## config.mk

```make
export PLATFORM = sky130hd
export DESIGN_NAME = serial_sub
export DESIGN_NICKNAME = d
export VERILOG_FILES = /design/src/rtl/arith_pkg.sv /design/src/rtl/full_sub.sv /design/src/rtl/serial_sub.sv
export SDC_FILE = /design/constraint.sdc
export NUM_CORES = 1
export LEC_CHECK = 0
export ABC_CLOCK_PERIOD_IN_PS = 4500
export CAP_MARGIN = 20
export CELL_PAD_IN_SITES_DETAIL_PLACEMENT = 1
export CELL_PAD_IN_SITES_GLOBAL_PLACEMENT = 2
export CORE_UTILIZATION = 35
export DETAILED_ROUTE_END_ITERATION = 7
export PLACE_DENSITY = 0.9
export SLEW_MARGIN = 15
export SYNTH_ARGS = -nofsm -noshare
export SYNTH_HDL_FRONTEND = slang
export SYNTH_HIERARCHICAL = 1
export SYNTH_SLANG_ARGS = --single-unit
```

## constraint.sdc

```tcl
create_clock -name i_w_clk -period 4.5 [get_ports i_w_clk]
set_input_delay 0.45 -clock i_w_clk [delete_from_list [all_inputs] [get_ports i_w_clk]]
set_output_delay 0.45 -clock i_w_clk [all_outputs]
set_load 0.01 [all_outputs]
```

## src/rtl/arith_pkg.sv

```systemverilog
// arith_pkg: shared types and constants for the arithmetic drills
// (serial subtractor FSM states and the default operand width).
package arith_pkg;

  typedef enum logic [1:0] {
    IDLE = 2'd0,
    RUN  = 2'd1,
    DONE = 2'd2
  } sub_state_t;

  localparam int ARITH_W = 6;

endpackage

```

## src/rtl/full_sub.sv

```systemverilog
// full_sub: combinational 1-bit full subtractor, d = a - b - bin with
// borrow out; shared by the serial and ripple subtractor datapaths.
module full_sub (
  output logic o_w_d,
  output logic o_w_bout,
  input  logic i_w_a,
  input  logic i_w_b,
  input  logic i_w_bin
);

  assign o_w_d    = i_w_a ^ i_w_b ^ i_w_bin;
  assign o_w_bout = (~i_w_a & i_w_b) | (~(i_w_a ^ i_w_b) & i_w_bin);

endmodule

```

## src/rtl/serial_sub.sv

```systemverilog
// serial_sub: bit-serial unsigned subtractor, one bit per clock LSB first,
// with a start/done handshake around a single full-subtractor cell.
module serial_sub
  import arith_pkg::*;
#(
  parameter int WIDTH = ARITH_W
) (
  input  logic             i_w_clk,
  input  logic             i_w_rst_n,
  input  logic             i_w_start,
  input  logic [WIDTH-1:0] i_w_a,
  input  logic [WIDTH-1:0] i_w_b,
  output logic             o_w_ready,
  output logic             o_w_busy,
  output logic             o_w_done,
  output logic [WIDTH:0]   o_w_d
);

  localparam int            CW   = $clog2(WIDTH + 1);
  localparam logic [CW-1:0] LAST = CW'(WIDTH - 1);

  sub_state_t       state_q, state_d;
  logic [WIDTH-1:0] sa_q, sa_d;
  logic [WIDTH-1:0] sb_q, sb_d;
  logic [WIDTH:0]   res_q, res_d;
  logic [CW-1:0]    cnt_q, cnt_d;
  logic             bor_q, bor_d;
  logic             diff_bit;
  logic             diff_bout;

  full_sub u_full_sub (
    .o_w_d    (diff_bit),
    .o_w_bout (diff_bout),
    .i_w_a    (sa_q[0]),
    .i_w_b    (sb_q[0]),
    .i_w_bin  (bor_q)
  );

  // Result bits enter from the MSB side so bit 0 of the operands lands in bit 0 after WIDTH steps.
  always_comb begin
    state_d = state_q;
    sa_d    = sa_q;
    sb_d    = sb_q;
    res_d   = res_q;
    cnt_d   = cnt_q;
    bor_d   = bor_q;
    case (state_q)
      IDLE: begin
        if (i_w_start) begin
          state_d = RUN;
          sa_d    = i_w_a;
          sb_d    = i_w_b;
          res_d   = '0;
          cnt_d   = '0;
          bor_d   = 1'b0;
        end
      end
      RUN: begin
        sa_d              = sa_q >> 1;
        sb_d              = sb_q >> 1;
        res_d[WIDTH-1:0]  = {diff_bit, res_q[WIDTH-1:1]};
        bor_d             = diff_bout;
        cnt_d             = cnt_q + CW'(1);
        if (cnt_q == LAST) begin
          res_d[WIDTH] = diff_bout;
          state_d      = DONE;
        end
      end
      DONE:    state_d = IDLE;
      default: state_d = IDLE;
    endcase
  end

  always_ff @(posedge i_w_clk or negedge i_w_rst_n) begin
    if (!i_w_rst_n) begin
      state_q <= IDLE;
      sa_q    <= '0;
      sb_q    <= '0;
      res_q   <= '0;
      cnt_q   <= '0;
      bor_q   <= 1'b0;
    end else begin
      state_q <= state_d;
      sa_q    <= sa_d;
      sb_q    <= sb_d;
      res_q   <= res_d;
      cnt_q   <= cnt_d;
      bor_q   <= bor_d;
    end
  end

  assign o_w_ready = (state_q == IDLE);
  assign o_w_busy  = (state_q == RUN) || (state_q == DONE);
  assign o_w_done  = (state_q == DONE);
  assign o_w_d     = res_q;

endmodule

```

==> results of run 1 <==
-- where the power goes --
group / switching (mW) / total, mW / internal (mW)
clock network: 0.0751 / 0.138 / 0.0628
logic: 0.308 / 0.573 / 0.265
registers: 0.0846 / 0.412 / 0.328
-- final cells by class --
type | count | area [um^2] | area share
Multi-Input combinational cell | 90 | 651 | 0.390
Tap cell | 48 | 60.1 | 0.0360
Timing Repair Buffer | 26 | 255 | 0.153
Inverter | 8 | 30.0 | 0.0180
Clock buffer | 3 | 41.3 | 0.0247
Clock inverter | 1 | 7.51 | 0.00449
Sequential cell | 25 | 626 | 0.375
-- state kept, by name (all words and copies together), names as in the netlist --
signal,cells
o_w_d,7
sa_q,6
sb_q,6
cnt_q,3
state_q,2
bor_q,1
-- per-layer routing --
layer	wire length (um)	part of all wire	global-route usage
met1	1230	0.43	0.197
met2	1520	0.53	0.286
met3	102	0.036	0.0321
met4	12	0.0042	0.0313
met5	0	0	0
-- stage by stage --
stage,power (mW),setup slack (ns)
after floorplan,0.812,2.97
after global placement,0.957,2.31
after CTS,1.14,2.03
after detailed placement,1.00,2.17
after global routing,1.23,1.88
final,1.12,2.08
-- kinds of logic after synthesis --
family                   share of synthesized area
AO/OA/AOI/OAI                                0.160
multiplexers                                 0.160
flip-flops                                   0.464
adder cells (fa/ha/maj)                     0.0798
buffers and inverters                       0.0538
AND/OR/NAND/NOR                             0.0826
-- placed cells by master (no fill, tap or decap), drive strengths merged --
master         instances
and2                   1
nor2                   1
o31ai                  1
dfrtp                 25
o211ai                 1
buf                    2
clkdlybuf4s50         24
nand2                 20
a21oi                  1
nand3                  1
clkbuf                 3
and4                   1
mux2i                 18
a22oi                  8
inv                    8
clkinvlp               1
o311ai                 1
ha                     7
a21boi                 1
mux2                   2
nor2b                  1
or3                    1
fa                     1
o21ai                 23
-- worst max-delay path, cell delays in order (launching register included) --
cell	delay, ns
dfrtp_1	0.43
inv_1	0.14
ha_1	0.49
clkdlybuf4s50_1	0.64
-- path summary, 6_finish.rpt --
path,from,endpoint,slack [ns],depth (start not counted)
worst min register to register,sa_q[1]$_DFFE_PN0P_,sa_q[1]$_DFFE_PN0P_,0.48,2
worst max register to register,state_q[0]$_DFFE_PN0P_,state_q[1]$_DFFE_PN0P_,2.17,5
max in group asynchronous,i_w_rst_n,o_w_d[4]$_DFFE_PN0P_,3.71,2
worst max-delay path,state_q[0]$_DFFE_PN0P_,o_w_ready,2.08,3
worst min-delay path,sa_q[1]$_DFFE_PN0P_,sa_q[1]$_DFFE_PN0P_,0.48,2
min in group asynchronous,i_w_rst_n,state_q[1]$_DFFE_PN0P_,0.54,2
-- synthesized netlist by cell type --
| cell | number |
|---|---|
| clkbuf_1 | 2 |
| o211ai_2 | 1 |
| nand3_1 | 1 |
| dfrtp_1 | 25 |
| buf_4 | 2 |
| buf_2 | 4 |
| o21ai_0 | 23 |
| a21oi_1 | 1 |
| and2_1 | 1 |
| ha_1 | 7 |
| mux2i_1 | 17 |
| mux2i_4 | 1 |
| o31ai_1 | 1 |
| and4_1 | 1 |
| o311ai_1 | 1 |
| nor2b_1 | 1 |
| or3_1 | 1 |
| inv_1 | 8 |
| a21boi_0 | 1 |
| mux2_2 | 2 |
| nand2_1 | 20 |
| fa_1 | 1 |
| nor2_1 | 1 |
| a22oi_1 | 8 |
==> flow_metrics.tcl, run 1 <==
set metrics [dict create \
    synth.area.top_cells "dfrtp_1 (46%), mux2i_1 (13%), o21ai_0 (8.5%)" \
    drt_iter0_markers 87 \
    crit_fanout 13 \
    dpl-instance-area_um2 1620 \
    fin_util 0.453 \
    layout.nets 177 \
    rows 22 \
    final_cell_area_um2 1670 \
    die-area_um2 4110 \
    status "finished, final reports clean" \
    max-cap-violations 0 \
    endpoint_kind "output pin" \
    period_share 0.538 \
    grt_max_degree 28 \
    cts_tree "built" \
    required_ns 4.05 \
    netlist_instances 131 \
    synth_largest_area_cell "dfrtp_1" \
    numCtsBuffers 3 \
    die_width_um 64.1 \
    antenna_cells 0 \
    cts_resized 0 \
    grt_remaining_overflow 0 \
    dp.cells 197 \
    critical_path_arrival_ns 1.97 \
    synth_top_area_share 0.464 \
    yosysUniqueCellTypes 24 \
    power_density_nw_per_um2 673 \
    clock_latency_ns 0.27 \
    first_pass_iters 4 \
    gr-usage-all-layers 0.160 \
    portBuffers 24 \
    synthesis.nets 154 \
    drive_gt1_frac 0.0654 \
    tightest_slew_ns 0.778 \
    fillers 425 \
    post-dp-hpwl_mm 2.07 \
    initial_core_util 0.366 \
    final-hold-violation-count 0 \
    yosysSeqAreaShare 0.464 \
    core_area_um2 3690 \
    syn_avg_cell_area_um2 10.3 \
    critPathLaunchType "flip-flop" \
    rsz0062_at_grt "no" \
    p_leak_nw 0.717 \
    avgViaCountPerCell 5.17 \
    via_count 1040 \
    clk_path_buf_depth 2 \
    hp-class "reg2reg" \
    root_buffer "clkbuf_8" \
    antenna_found_initial 0 \
    setup_viol 0 \
    place_congestion 0.719 \
    holdBufCountCts 0 \
    area_delta_synth_final_pct 23.8 \
    route.antenna.remaining_nets 0 \
    critical_path_class "reg2out" \
    finalMaxSlewViolations 0 \
    worst_clock_skew_ns 0.00711 \
    grt_first_pass_wirelength_mm 5.11 \
    clk_pin_slew_ns 0.09 \
    ios 25 \
    htree_num_levels 1 \
    routed_wl_mm 2.86 \
    post-route-drc-count 0 \
    clkSinkCount 25 \
    max_slew_margin 0.480 \
    postCtsSetupBuffers 0 \
    clock.fmax_ghz 0.413 \
    final.setup.tns_ns 0 \
    syn_area_um2 1350 \
    holdWs_ns 0.484 \
    stdcell_count 201 \
    grt_pass1_vias 1047 \
    yosysWarnings 6 \
    finalCriticalPeriod_ns 2.42 \
    wl_per_cell_um 14.2 \
    synth_seq_cells 25 \
    ir_drop_uv 270 \
    die_y_um 64.1 \
]
Power figures use the tool's default switching activity.
==> run 2: changes to the inputs <==
--- a/config.mk
+++ b/config.mk
@@ -5,13 +5,13 @@
 export SDC_FILE = /design/constraint.sdc
 export NUM_CORES = 1
 export LEC_CHECK = 0
-export ABC_CLOCK_PERIOD_IN_PS = 4500
+export ABC_CLOCK_PERIOD_IN_PS = 2000
 export CAP_MARGIN = 20
 export CELL_PAD_IN_SITES_DETAIL_PLACEMENT = 1
 export CELL_PAD_IN_SITES_GLOBAL_PLACEMENT = 2
-export CORE_UTILIZATION = 35
+export CORE_UTILIZATION = 29
 export DETAILED_ROUTE_END_ITERATION = 7
-export PLACE_DENSITY = 0.9
+export PLACE_DENSITY = 0.8
 export SLEW_MARGIN = 15
 export SYNTH_ARGS = -nofsm -noshare
 export SYNTH_HDL_FRONTEND = slang
==> constraint.sdc (replaced) <==
create_clock -name i_w_clk -period 2 [get_ports i_w_clk]
set_input_delay 0.2 -clock i_w_clk [delete_from_list [all_inputs] [get_ports i_w_clk]]
set_output_delay 0.2 -clock i_w_clk [all_outputs]
set_load 0.01 [all_outputs]
==> run 2 against run 1 <==
Net effect:
- sequential share of layout area fell by 1.0 points
- first-iteration DRC count fell by 62%
- final area rose by 2.8%
- critical path type unchanged
- highest routed layer unchanged
==> flow_metrics.tcl, run 2 (synthesis results as in run 1) <==
set metrics [dict create \
    critPathLaunchType "flip-flop" \
    cp-endpoint "o_w_ready" \
    grt_max_degree 26 \
    most-common-layout-cells "dfrtp_1 (25), clkdlybuf4s50_1 (24), o21ai_0 (23), nand2_1 (20), mux2i_1 (17)" \
    critPathMaxStageDelay_ns 0.58 \
    endpoint_kind "output pin" \
    final-hold-violation-count 0 \
    timing.rr.start "state_q[1]$_DFFE_PN0P_" \
    htree_num_levels 1 \
    grt_pass1_vias 1123 \
    via_count 1047 \
    worst_clock_skew_ns 0.00252 \
    drive_gt1_frac 0.0892 \
    first_pass_iters 4 \
    finalMaxSlewViolations 0 \
    clkPwrFrac 0.119 \
    rows 24 \
    seq_area_um2 626 \
    met3_length_um 121 \
    reg2reg_setup_slack_ns 0.27 \
    p_switching_mw 1.08 \
    power_density_nw_per_um2 1540 \
    final.setup.tns_ns 0 \
    holdBufCountCts 0 \
    die_y_um 70.2 \
    critical_path_arrival_ns 1.68 \
    dr_wl_met2_mm 1.53 \
    clk_path_buf_depth 2 \
    crit_chain "inv_1 > ha_1 > clkdlybuf4s50_1" \
    status "finished, final reports clean" \
    clk_pin_slew_ns 0.10 \
    cp-startpoint "state_q[1]$_DFFE_PN0P_" \
    clock_latency_ns 0.27 \
    clkSinkCount 25 \
    netSwitchingFraction 0.408 \
    reg2regPathDepth 6 \
    die_width_um 70.2 \
    area_delta_synth_final_pct 27.4 \
    core_area_um2 4410 \
    antenna_cells 0 \
    cpMaxStageDelayCell "clkdlybuf4s50_1" \
    r2r_end "o_w_d[2]$_DFFE_PN0P_" \
    largest_register_ffs 7 \
    layout.nets 181 \
    route.antenna.remaining_nets 0 \
    cts_tree "built" \
    antenna_found_initial 0 \
    period_share 0.940 \
    p_leak_nw 0.742 \
    final_common_cell "dfrtp_1" \
    numCtsBuffers 3 \
    required_ns 1.80 \
    initial_core_util 0.306 \
    crit_fanout 4 \
    die-area_um2 4930 \
    multi_input_area_um2 651 \
    cellInternalPower_mw 1.56 \
    power_frac_comb 0.532 \
    met1_length_mm 1.29 \
    postLayoutSetupSlackWorst_ns 0.120 \
    max-cap-violations 0 \
    ir_drop_uv 444 \
    routed_wl_mm 2.95 \
    place_congestion 0.679 \
    avgViaCountPerCell 5.01 \
    critical_path_class "reg2out" \
    post-place-ws_ns 0.295 \
    postCtsSetupBuffers 0 \
    grt_first_pass_wirelength_mm 5.31 \
    drt_iter0_markers 33 \
    finalCriticalPeriod_ns 1.88 \
    setup_viol 0 \
    max_slew_margin 0.770 \
    path_buf_inv 2 \
    portBuffers 24 \
    cp.depth 3 \
    ios 25 \
    pwr-share-seq 0.348 \
    rsz0062_at_grt "no" \
    tightest_slew_ns 0.337 \
    grt_remaining_overflow 0 \
    hp-class "in2async" \
    cts_resized 0 \
    cp_top_family "buffers and inverters" \
    clock.fmax_ghz 0.532 \
    topRoutingLayerUsed "met4" \
    root_buffer "clkbuf_8" \
    fillers 484 \
    post-dp-hpwl_mm 2.17 \
    gr-usage-all-layers 0.135 \
    post-route-drc-count 0 \
    wl_per_cell_um 14.1 \
]
-- run 2: changes by cell type in the layout (fill, tap and decap cells not counted), sizes merged --
cell	before	now
buf	2	6
-- run 2: area by class of cell --
class	instances	share of cell area
Timing Repair Buffer	30	0.173
Sequential cell	25	0.364
Tap cell	52	0.0379
Clock buffer	3	0.0240
Multi-Input combinational cell	90	0.379
Clock inverter	1	0.00437
Inverter	8	0.0175
-- run 2: layer usage --
metal,GRT usage,up-vias
met1,0.154,517
met4,0.0267,0
li1,-,508
met3,0.0390,2
met5,0,-
met2,0.250,20
-- run 2: through the flow --
step / util / power (mW) / hold WS, ns / instance area (um^2) / std cells
after detailed placement: 0.378 / 2.35 / 0.469 / 1670 / 205
final: 0.389 / 2.64 / 0.290 / 1720 / 209
after floorplan: - / 1.83 / -0.0956 / 1350 / 131
after global routing: 0.389 / 2.88 / 0.321 / 1720 / 209
after global placement: 0.378 / 2.26 / 0.463 / 1670 / 205
after CTS: 0.389 / 2.68 / 0.301 / 1720 / 209
-- run 2: how the worst min path moves through the flow --
stage / depth (start not counted) / to / startpoint
6_report: 2 / state_q[1]$_DFFE_PN0P_ / i_w_rst_n
5_1_grt: 2 / state_q[1]$_DFFE_PN0P_ / i_w_rst_n
4_1_cts: 2 / state_q[1]$_DFFE_PN0P_ / i_w_rst_n
3_5_place_dp: 2 / sb_q[2]$_DFFE_PN0P_ / sb_q[2]$_DFFE_PN0P_
3_3_place_gp: 2 / sb_q[2]$_DFFE_PN0P_ / sb_q[2]$_DFFE_PN0P_
2_1_floorplan: 0 / bor_q$_DFFE_PN0P_ / i_w_rst_n
-- run 2: power groups by stage --
stage	Clock [mW]	Sequential, mW	Combinational [mW]
2_1_floorplan	0	0.906	0.920
3_3_place_gp	0	0.910	1.35
3_5_place_dp	0	0.929	1.43
4_1_cts	0.331	0.919	1.44
5_1_grt	0.351	0.957	1.58
6_report	0.315	0.919	1.40
